File: src/rtl/watch_pkg.sv
`default_nettype none
// ============================================================================
// Module      : watch_pkg
// Description : Shared FSM encoding and helpers for the button debouncer.
// Revision    : 1.0 - initial release
// ============================================================================
package watch_pkg;

    localparam logic [1:0] c_IDLE         = 2'd0;
    localparam logic [1:0] c_PRESS_WAIT   = 2'd1;
    localparam logic [1:0] c_PRESSED      = 2'd2;
    localparam logic [1:0] c_RELEASE_WAIT = 2'd3;

    typedef enum logic [1:0] {
        IDLE         = c_IDLE,
        PRESS_WAIT   = c_PRESS_WAIT,
        PRESSED      = c_PRESSED,
        RELEASE_WAIT = c_RELEASE_WAIT
    } state_t;

    // The debounced level is high exactly in these two states.
    function automatic logic is_high_state(input state_t s);
        return (s == PRESSED) || (s == RELEASE_WAIT);
    endfunction

endpackage : watch_pkg
`default_nettype wire

File: src/rtl/sync_2ff.sv
`default_nettype none
// ============================================================================
// Module      : sync_2ff
// Description : Two-flop synchronizer for a single asynchronous level.
// Revision    : 1.0 - initial release
// ============================================================================
module sync_2ff (
    input  logic clk,
    input  logic reset_n,
    input  logic d,
    output logic q
);

    logic r_meta;
    logic r_sync;

    always_ff @(posedge clk or negedge reset_n) begin
        if (!reset_n) begin
            r_meta <= 1'b0;
            r_sync <= 1'b0;
        end else begin
            r_meta <= d;
            r_sync <= r_meta;
        end
    end

    assign q = r_sync;

endmodule : sync_2ff
`default_nettype wire

File: src/rtl/button_debouncer.sv
`default_nettype none
// ============================================================================
// Module      : button_debouncer
// Description : Debounces a raw button and generates long-press and
//               auto-repeat pulses while the button stays held.
// Revision    : 1.0 - initial release
// ============================================================================
module button_debouncer
    import watch_pkg::*;
#(
    parameter int DEBOUNCE_CYCLES = 100000,
    parameter int LONG_CYCLES     = 100000000,
    parameter int REPEAT_CYCLES   = 20000000
) (
    input  logic clk,
    input  logic reset_n,
    input  logic btn_in,
    output logic btn_stable,
    output logic long_press,
    output logic rpt_pulse
);

    localparam int c_DEB_W  = $clog2(DEBOUNCE_CYCLES) + 1;
    localparam int c_HOLD_W = $clog2(LONG_CYCLES) + 1;
    localparam int c_RPT_W  = $clog2(REPEAT_CYCLES) + 1;

    localparam logic [c_DEB_W-1:0]  c_DEB_MAX  = c_DEB_W'(DEBOUNCE_CYCLES);
    localparam logic [c_HOLD_W-1:0] c_HOLD_MAX = c_HOLD_W'(LONG_CYCLES);
    localparam logic [c_HOLD_W-1:0] c_HOLD_PRE = c_HOLD_W'(LONG_CYCLES - 1);
    localparam logic [c_RPT_W-1:0]  c_RPT_MAX  = c_RPT_W'(REPEAT_CYCLES);

    logic w_sync;

    sync_2ff u_sync (
        .clk     (clk),
        .reset_n (reset_n),
        .d       (btn_in),
        .q       (w_sync)
    );

    state_t              r_state;
    logic [c_DEB_W-1:0]  r_deb_cnt;
    logic [c_HOLD_W-1:0] r_hold_cnt;
    logic [c_RPT_W-1:0]  r_rpt_cnt;
    logic                r_btn_stable;
    logic                r_long_press;
    logic                r_rpt_pulse;

    logic [c_DEB_W-1:0]  w_deb_inc;
    logic                w_deb_done;
    logic                w_hold_sat;
    logic [c_HOLD_W-1:0] w_hold_next;
    logic [c_RPT_W-1:0]  w_rpt_inc;
    logic [c_RPT_W-1:0]  w_rpt_next;
    logic                w_lp_next;
    logic                w_rp_next;

    always_comb begin
        w_deb_inc  = (r_deb_cnt == c_DEB_MAX) ? r_deb_cnt : r_deb_cnt + 1'b1;
        w_deb_done = (w_deb_inc == c_DEB_MAX);

        // The hold counter parks at LONG_CYCLES; from then on the repeat
        // counter takes over, so long_press cannot fire twice per press.
        w_hold_sat  = (r_hold_cnt == c_HOLD_MAX);
        w_hold_next = w_hold_sat ? r_hold_cnt : r_hold_cnt + 1'b1;
        w_lp_next   = (r_hold_cnt == c_HOLD_PRE);

        w_rpt_inc  = r_rpt_cnt + 1'b1;
        w_rp_next  = w_hold_sat && (w_rpt_inc == c_RPT_MAX);
        w_rpt_next = '0;
        if (w_hold_sat && !w_rp_next) begin
            w_rpt_next = w_rpt_inc;
        end
    end

    always_ff @(posedge clk or negedge reset_n) begin
        if (!reset_n) begin
            r_state      <= IDLE;
            r_deb_cnt    <= '0;
            r_hold_cnt   <= '0;
            r_rpt_cnt    <= '0;
            r_btn_stable <= 1'b0;
            r_long_press <= 1'b0;
            r_rpt_pulse  <= 1'b0;
        end else begin
            r_long_press <= 1'b0;
            r_rpt_pulse  <= 1'b0;
            case (r_state)
                IDLE: begin
                    r_deb_cnt    <= '0;
                    r_hold_cnt   <= '0;
                    r_rpt_cnt    <= '0;
                    r_btn_stable <= 1'b0;
                    if (w_sync) begin
                        r_state <= PRESS_WAIT;
                    end
                end
                PRESS_WAIT: begin
                    r_hold_cnt <= '0;
                    r_rpt_cnt  <= '0;
                    if (!w_sync) begin
                        r_state   <= IDLE;
                        r_deb_cnt <= '0;
                    end else if (w_deb_done) begin
                        r_state      <= PRESSED;
                        r_deb_cnt    <= '0;
                        r_btn_stable <= 1'b1;
                    end else begin
                        r_deb_cnt <= w_deb_inc;
                    end
                end
                PRESSED: begin
                    r_hold_cnt   <= w_hold_next;
                    r_rpt_cnt    <= w_rpt_next;
                    r_long_press <= w_lp_next;
                    r_rpt_pulse  <= w_rp_next;
                    r_deb_cnt    <= '0;
                    if (!w_sync) begin
                        r_state <= RELEASE_WAIT;
                    end
                end
                RELEASE_WAIT: begin
                    if (w_sync) begin
                        r_state      <= PRESSED;
                        r_deb_cnt    <= '0;
                        r_hold_cnt   <= w_hold_next;
                        r_rpt_cnt    <= w_rpt_next;
                        r_long_press <= w_lp_next;
                        r_rpt_pulse  <= w_rp_next;
                    end else if (w_deb_done) begin
                        r_state      <= IDLE;
                        r_deb_cnt    <= '0;
                        r_hold_cnt   <= '0;
                        r_rpt_cnt    <= '0;
                        r_btn_stable <= 1'b0;
                    end else begin
                        r_deb_cnt    <= w_deb_inc;
                        r_hold_cnt   <= w_hold_next;
                        r_rpt_cnt    <= w_rpt_next;
                        r_long_press <= w_lp_next;
                        r_rpt_pulse  <= w_rp_next;
                    end
                end
                default: begin
                    r_state      <= IDLE;
                    r_deb_cnt    <= '0;
                    r_hold_cnt   <= '0;
                    r_rpt_cnt    <= '0;
                    r_btn_stable <= 1'b0;
                end
            endcase
        end
    end

    assign btn_stable = r_btn_stable;
    assign long_press = r_long_press;
    assign rpt_pulse  = r_rpt_pulse;

endmodule : button_debouncer
`default_nettype wire

File: config.mk
export PLATFORM = sky130hd
export DESIGN_NAME = button_debouncer
export DESIGN_NICKNAME = d
export VERILOG_FILES = /design/src/rtl/watch_pkg.sv /design/src/rtl/sync_2ff.sv /design/src/rtl/button_debouncer.sv
export SDC_FILE = /design/constraint.sdc
export NUM_CORES = 1
export LEC_CHECK = 0
export ABC_AREA = 1
export CAP_MARGIN = 20
export CORE_ASPECT_RATIO = 0.9
export CORE_UTILIZATION = 55
export CTS_BUF_LIST = sky130_fd_sc_hd__clkbuf_16
export DETAILED_ROUTE_END_ITERATION = 10
export PLACE_DENSITY = 0.71
export SYNTH_ARGS = -nofsm -noshare
export SYNTH_HDL_FRONTEND = slang
export SYNTH_SLANG_ARGS = --single-unit
File: constraint.sdc
create_clock -name clk -period 6.8 [get_ports clk]
set_clock_uncertainty 0.15 [all_clocks]
set_input_delay 1.7 -clock clk [delete_from_list [all_inputs] [get_ports clk]]
set_output_delay 1.7 -clock clk [all_outputs]
set_load 0.02 [all_outputs]
After elaboration in Yosys (flattened, before gate mapping)
Cells that the tools add are included.
{"block": "totals", "register_bits": 79, "inputBits": 3, "output_inout_bits": 3}
{"block": "classes", "eq_ne": 16, "n_reduce_logical": 9, "add_sub_neg": 3, "n_mux": 31}
{"op": "28-bit two-way mux", "n": 3}
{"op": "28-bit case mux with 3 select lines", "n": 1}
{"op": "26-bit two-way mux", "n": 3}
{"op": "26-bit case mux with 3 select lines", "n": 1}
{"op": "18-bit two-way mux", "n": 4}
{"op": "28-bit by 27-bit == test with 1-bit output (second input constant)", "n": 2}
{"op": "18-bit case mux with 3 select lines", "n": 1}
{"op": "18-bit by 17-bit == test with 1-bit output (second input constant)", "n": 2}
{"op": "28-bit by 1-bit adder with 28-bit output (second input constant)", "n": 1}
{"op": "26-bit by 1-bit adder with 26-bit output (second input constant)", "n": 1}
{"op": "26-bit by 25-bit == test with 1-bit output (second input constant)", "n": 1}
{"op": "18-bit by 1-bit adder with 18-bit output (second input constant)", "n": 1}
{"op": "2-bit two-way mux", "n": 6}
{"op": "1-bit two-way mux", "n": 8}
{"op": "2-bit != test (second input constant)", "n": 4}
{"op": "2-bit case mux with 4 select lines", "n": 1}
{"op": "5-bit AND reduction", "n": 1}
{"op": "2-bit == test (second input constant)", "n": 2}
{"op": "2-bit by 1-bit != test with 1-bit output (second input constant)", "n": 2}
{"op": "1-bit case mux with 2 select lines", "n": 2}
{"op": "4-bit AND reduction", "n": 1}
{"op": "2-bit OR reduction", "n": 2}
{"op": "3-bit by 2-bit != test with 1-bit output (second input constant)", "n": 1}
{"op": "3-bit != test (second input constant)", "n": 1}
{"op": "other kinds (6)", "n": 7}

Logic depth before layout (Yosys ltp)
{"block": "depth", "depth_word": 9, "depth_mapped": 16}

Hierarchy
From an unflattened synthesis, not the netlist that was laid out.
{"block": "hier_totals", "cells_unflattened": 757, "hier_area_um2": 5114.9}
{"module": "button_debouncer", "n_inst": 1, "cells_per_inst": 755, "area_per_inst_um2": 5064.9}
{"module": "sync_2ff", "n_inst": 1, "cells_per_inst": 2, "area_per_inst_um2": 50.0}

Worst setup path after synthesis
Ideal clock, no wire load.
{"block": "synth_path", "kind": "flip-flop to output port", "startpoint": "reg r_btn_stable, in the netlist btn_stable", "endpoint": "out btn_stable", "required_time_ps": 4950, "path_slack_ps": 4525, "path_stages_with_launch": 1, "arrival_ps": 425, "n_path_buf": 0, "cell_sequence": "dfrtp_1"}
{"item": "from (decl)", "line": "button_debouncer.sv:45", "source": "logic r_btn_stable;"}
{"item": "from (signal assigned)", "line": "button_debouncer.sv:82", "source": "r_btn_stable <= 1'b0;"}
{"item": "from (signal assigned)", "line": "button_debouncer.sv:93", "source": "r_btn_stable <= 1'b0;"}
{"item": "from (signal assigned)", "line": "button_debouncer.sv:107", "source": "r_btn_stable <= 1'b1;"}
{"item": "to (decl)", "line": "button_debouncer.sv:18", "source": "output logic btn_stable,"}
No word-level cell between the ends.

Worst setup path in the final report
{"block": "layout_path", "startpoint": "reg r_btn_stable, in the netlist btn_stable", "endpoint": "out btn_stable"}
No word-level cell between the ends.

==> impl_metrics.prom <==
# TYPE chip_impl_metric gauge
chip_impl_metric{name="timing.fmax",unit="MHz"} 320
chip_impl_metric{name="period_needed",unit="ps"} 3130
chip_impl_metric{name="synth_area",unit="µm²"} 4700
chip_impl_metric{name="utilization",unit="%"} 63.3
chip_impl_metric{name="critical_path.max_fanout",unit=""} 2
chip_impl_metric{name="comb_power_share",unit="%"} 2.0
chip_impl_metric{name="yosysWarnings",unit=""} 0
chip_impl_metric{name="p_int",unit="µW"} 798
chip_impl_metric{name="cts_setup_buffers",unit=""} 0
chip_impl_info{name="result_of_the_run",value="finished, final reports clean"} 1
chip_impl_metric{name="yosys.cell_types.count",unit=""} 36
chip_impl_metric{name="cts.repair.resized",unit=""} 0
chip_impl_metric{name="final.fill_count",unit=""} 734
chip_impl_metric{name="insertedDiodeCount",unit=""} 0
chip_impl_metric{name="finalCritPeriodShare",unit="%"} 46.0
chip_impl_metric{name="total_leakage_power",unit="nW"} 2.06
chip_impl_metric{name="p_total",unit="mW"} 1.01
chip_impl_metric{name="finish.net_count",unit=""} 640
chip_impl_metric{name="netSwitchingFraction",unit="%"} 20.8
chip_impl_metric{name="ctsHoldBuffers",unit=""} 0
chip_impl_metric{name="clockBufferDepth",unit=""} 2
chip_impl_metric{name="final.setup.tns",unit="ps"} 0
chip_impl_metric{name="grt_first_pass_wirelength",unit="µm"} 16200
chip_impl_metric{name="timing.max_cap.violations",unit=""} 0
chip_impl_metric{name="register_area",unit="µm²"} 1980
chip_impl_metric{name="clk_latency",unit="ps"} 330
chip_impl_metric{name="async_flop_share",unit="%"} 100
chip_impl_metric{name="tightest_slew",unit="ps"} 888
chip_impl_info{name="crit_path_start_kind",value="flop"} 1
chip_impl_metric{name="power.share.clock",unit="%"} 51.2
chip_impl_info{name="layout_commonest_cell",value="nand2_1"} 1
chip_impl_metric{name="vias_per_cell",unit=""} 5.06
chip_impl_metric{name="tritoncts_num_sinks",unit=""} 79
chip_impl_info{name="most-common-layout-cells",value="135 x nand2_1, 129 x nor2_1, 79 x dfrtp_1"} 1
chip_impl_info{name="yosys_most_used_dff",value="dfrtp_1"} 1
chip_impl_metric{name="proportion_of_layout_cells_with_a_drive_suffix_above_1",unit="%"} 9.26
chip_impl_info{name="cts_root_buf",value="clkbuf_16"} 1
chip_impl_metric{name="timing_hold_violations_final",unit=""} 0
chip_impl_metric{name="synth-seq-cells",unit=""} 79
chip_impl_metric{name="power_frac_seq",unit="%"} 46.9
chip_impl_metric{name="htree_levels",unit=""} 3
chip_impl_metric{name="detailroute.via_count",unit=""} 3803
chip_impl_metric{name="cts_clock_pin_slew_for_the_worst_setup_and_hold_paths",unit="ps"} 60
chip_impl_metric{name="die-width",unit="µm"} 99.5
chip_impl_metric{name="critPathMaxStageDelay",unit="ps"} 610
chip_impl_metric{name="die_area",unit="µm²"} 8930
chip_impl_metric{name="pwr_density_cell",unit="nW/µm²"} 195
chip_impl_metric{name="die_h",unit="µm"} 89.7
chip_impl_metric{name="io_pins",unit=""} 6
chip_impl_metric{name="arrival",unit="ps"} 1280
chip_impl_metric{name="worst-path-buf-inv",unit=""} 1
chip_impl_metric{name="fraction_of_the_yosys_area_taken_by_sequential_cells",unit="%"} 42.0
chip_impl_metric{name="grt_start_max_net_pins",unit=""} 80
chip_impl_info{name="crit_family",value="buffers and inverters"} 1
chip_impl_metric{name="area_overhead_of_the_layout_relative_to_synthesis",unit="%"} 10.1
chip_impl_info{name="timing.hold.worst.class",value="reg2reg"} 1
chip_impl_metric{name="report.final.slew_viol_count",unit=""} 0
chip_impl_metric{name="switchingPower",unit="µW"} 210
chip_impl_info{name="critical_path.cell_chain",value="clkdlybuf4s50_1"} 1
chip_impl_metric{name="slew_headroom",unit="%"} 40.6
chip_impl_metric{name="reg2reg_slack",unit="ps"} 4010
chip_impl_metric{name="grt_antenna_before_repair",unit=""} 0
chip_impl_metric{name="drt_wl_cell",unit="µm"} 12.3
chip_impl_metric{name="hpwl",unit="µm"} 6650
chip_impl_metric{name="synth_area_per_cell",unit="µm²"} 7.57
chip_impl_metric{name="synthesis.instances",unit=""} 621
chip_impl_metric{name="routed_wl",unit="µm"} 9250
chip_impl_metric{name="synth-edff-count",unit=""} 0
chip_impl_metric{name="multi_input_gate_area",unit="µm²"} 2360
chip_impl_metric{name="drt.antenna.violating_nets",unit=""} 0
chip_impl_info{name="rsz0062_at_grt",value="no"} 1
chip_impl_info{name="worst-setup-path-type",value="reg2out"} 1
chip_impl_metric{name="floorplan.rows",unit=""} 31
chip_impl_metric{name="drt-pass1-iter-count",unit=""} 4
chip_impl_metric{name="ir_worst_vdd",unit="mV"} 0.203
chip_impl_metric{name="grt.overflow.total",unit=""} 0
chip_impl_info{name="tritoncts",value="done"} 1
chip_impl_info{name="worst_path_max_delay_cell",value="clkdlybuf4s50_1"} 1
chip_impl_metric{name="worst_ep_required_time",unit="ps"} 4950
chip_impl_metric{name="groute.usage.overall",unit="%"} 22.5
chip_impl_metric{name="core-area",unit="µm²"} 8180
chip_impl_metric{name="number_of_global_route_vias_before_repair",unit=""} 3719
chip_impl_metric{name="total_drc_errors_in_the_routed_layout",unit=""} 0
chip_impl_metric{name="routabilityCongestion",unit=""} 0.881
chip_impl_metric{name="report.final.setup_viol",unit=""} 0
chip_impl_info{name="critPathCaptureType",value="output pin"} 1
chip_impl_metric{name="cts_buffers",unit=""} 9
chip_impl_metric{name="synth.net_count",unit=""} 629
chip_impl_metric{name="detailed_route_iter0_violations",unit=""} 154
chip_impl_metric{name="place.port_buffers",unit=""} 5
chip_impl_metric{name="start_util",unit="%"} 57.5
-- per-stage QoR --
| stage | instance area, µm² | setup slack [ps] | hold WS [ps] | instances |
|---|---|---|---|---|
| finish | 5180 | 3670 | 200 | 752 |
| CTS | 5150 | 3650 | 203 | 751 |
| global route | 5180 | 3640 | 216 | 752 |
| detailed placement | 4830 | 3950 | 188 | 735 |
| global placement | 4830 | 4030 | 186 | 735 |
| floorplan | 4700 | 4530 | 181 | 621 |
-- cell usage after synthesis (5+ instances only) --
cell type  count  area (µm²)
nor2_1       129         484
inv_1         75         282
nand4_1       21         131
o21ai_0        5        25.0
xor2_1        28         245
nand2_2        6        37.5
nor2_2         9        56.3
nor2_4        12         135
nand3_1       47         235
dfrtp_1       79        1980
ha_1           5        62.6
nor3_1        14        70.1
a21oi_1        9        45.0
nand2_1      135         507
xnor2_1       11        96.3
-- power by group through the flow --
stage	Combinational [mW]	Sequential [mW]	Clock, mW
3_3_place_gp	0.0181	0.481	0
6_report	0.0197	0.473	0.516
4_1_cts	0.0185	0.473	0.529
3_5_place_dp	0.0185	0.481	0
2_1_floorplan	0.00662	0.481	0
5_1_grt	0.0232	0.473	0.544
-- final timing paths --
check / from / end / depth (start not counted)
max: btn_stable$_DFFE_PN0P_ / btn_stable / 1
min: u_sync.r_meta$_DFF_PN0_ / u_sync.q$_DFF_PN0_ / 0
max reg2reg: r_deb_cnt[0]$_DFF_PN0_ / r_hold_cnt[26]$_DFF_PN0_ / 12
min reg2reg: u_sync.r_meta$_DFF_PN0_ / u_sync.q$_DFF_PN0_ / 0
max in group asynchronous: reset_n / r_deb_cnt[14]$_DFF_PN0_ / 2
min in group asynchronous: reset_n / r_rpt_cnt[5]$_DFF_PN0_ / 1
-- sequential cells by signal, indices dropped and copies added (netlist names), named ones only --
| register | cells |
|---|---|
| u_sync.r_meta | 1 |
| r_hold_cnt | 28 |
| rpt_pulse | 1 |
| btn_stable | 1 |
| r_rpt_cnt | 26 |
| long_press | 1 |
| u_sync.q | 1 |
| r_deb_cnt | 18 |
| r_state | 1 |
-- routing by layer --
metal	global-route usage (%)	wire length, µm	vias up
met5	0	0	-
met4	7.84	134	0
met3	4.20	270	12
met2	37.6	4390	61
met1	29.3	4450	1758
li1	-	-	1972
-- area by class of cell --
cell class | instances | share of cell area, %
Clock inverter | 7 | 1.88
Clock buffer | 9 | 4.35
Multi-Input combinational cell | 455 | 45.5
Timing Repair Buffer | 6 | 1.45
Tap cell | 115 | 2.78
Inverter | 81 | 5.87
Sequential cell | 79 | 38.2
-- cell families (layout without fill, tap and decap cells) --
family | after synthesis | count (layout) | share of synthesized area, %
adder cells (fa/ha/maj) | 5 | 5 | 1.33
XOR/XNOR | 39 | 39 | 7.26
AO/OA/AOI/OAI | 19 | 19 | 2.34
buffers and inverters | 87 | 103 | 7.87
flip-flops | 79 | 79 | 42.0
AND/OR/NAND/NOR | 391 | 391 | 38.9
multiplexers | 1 | 1 | 0.213
Power figures use the tool's default switching activity.
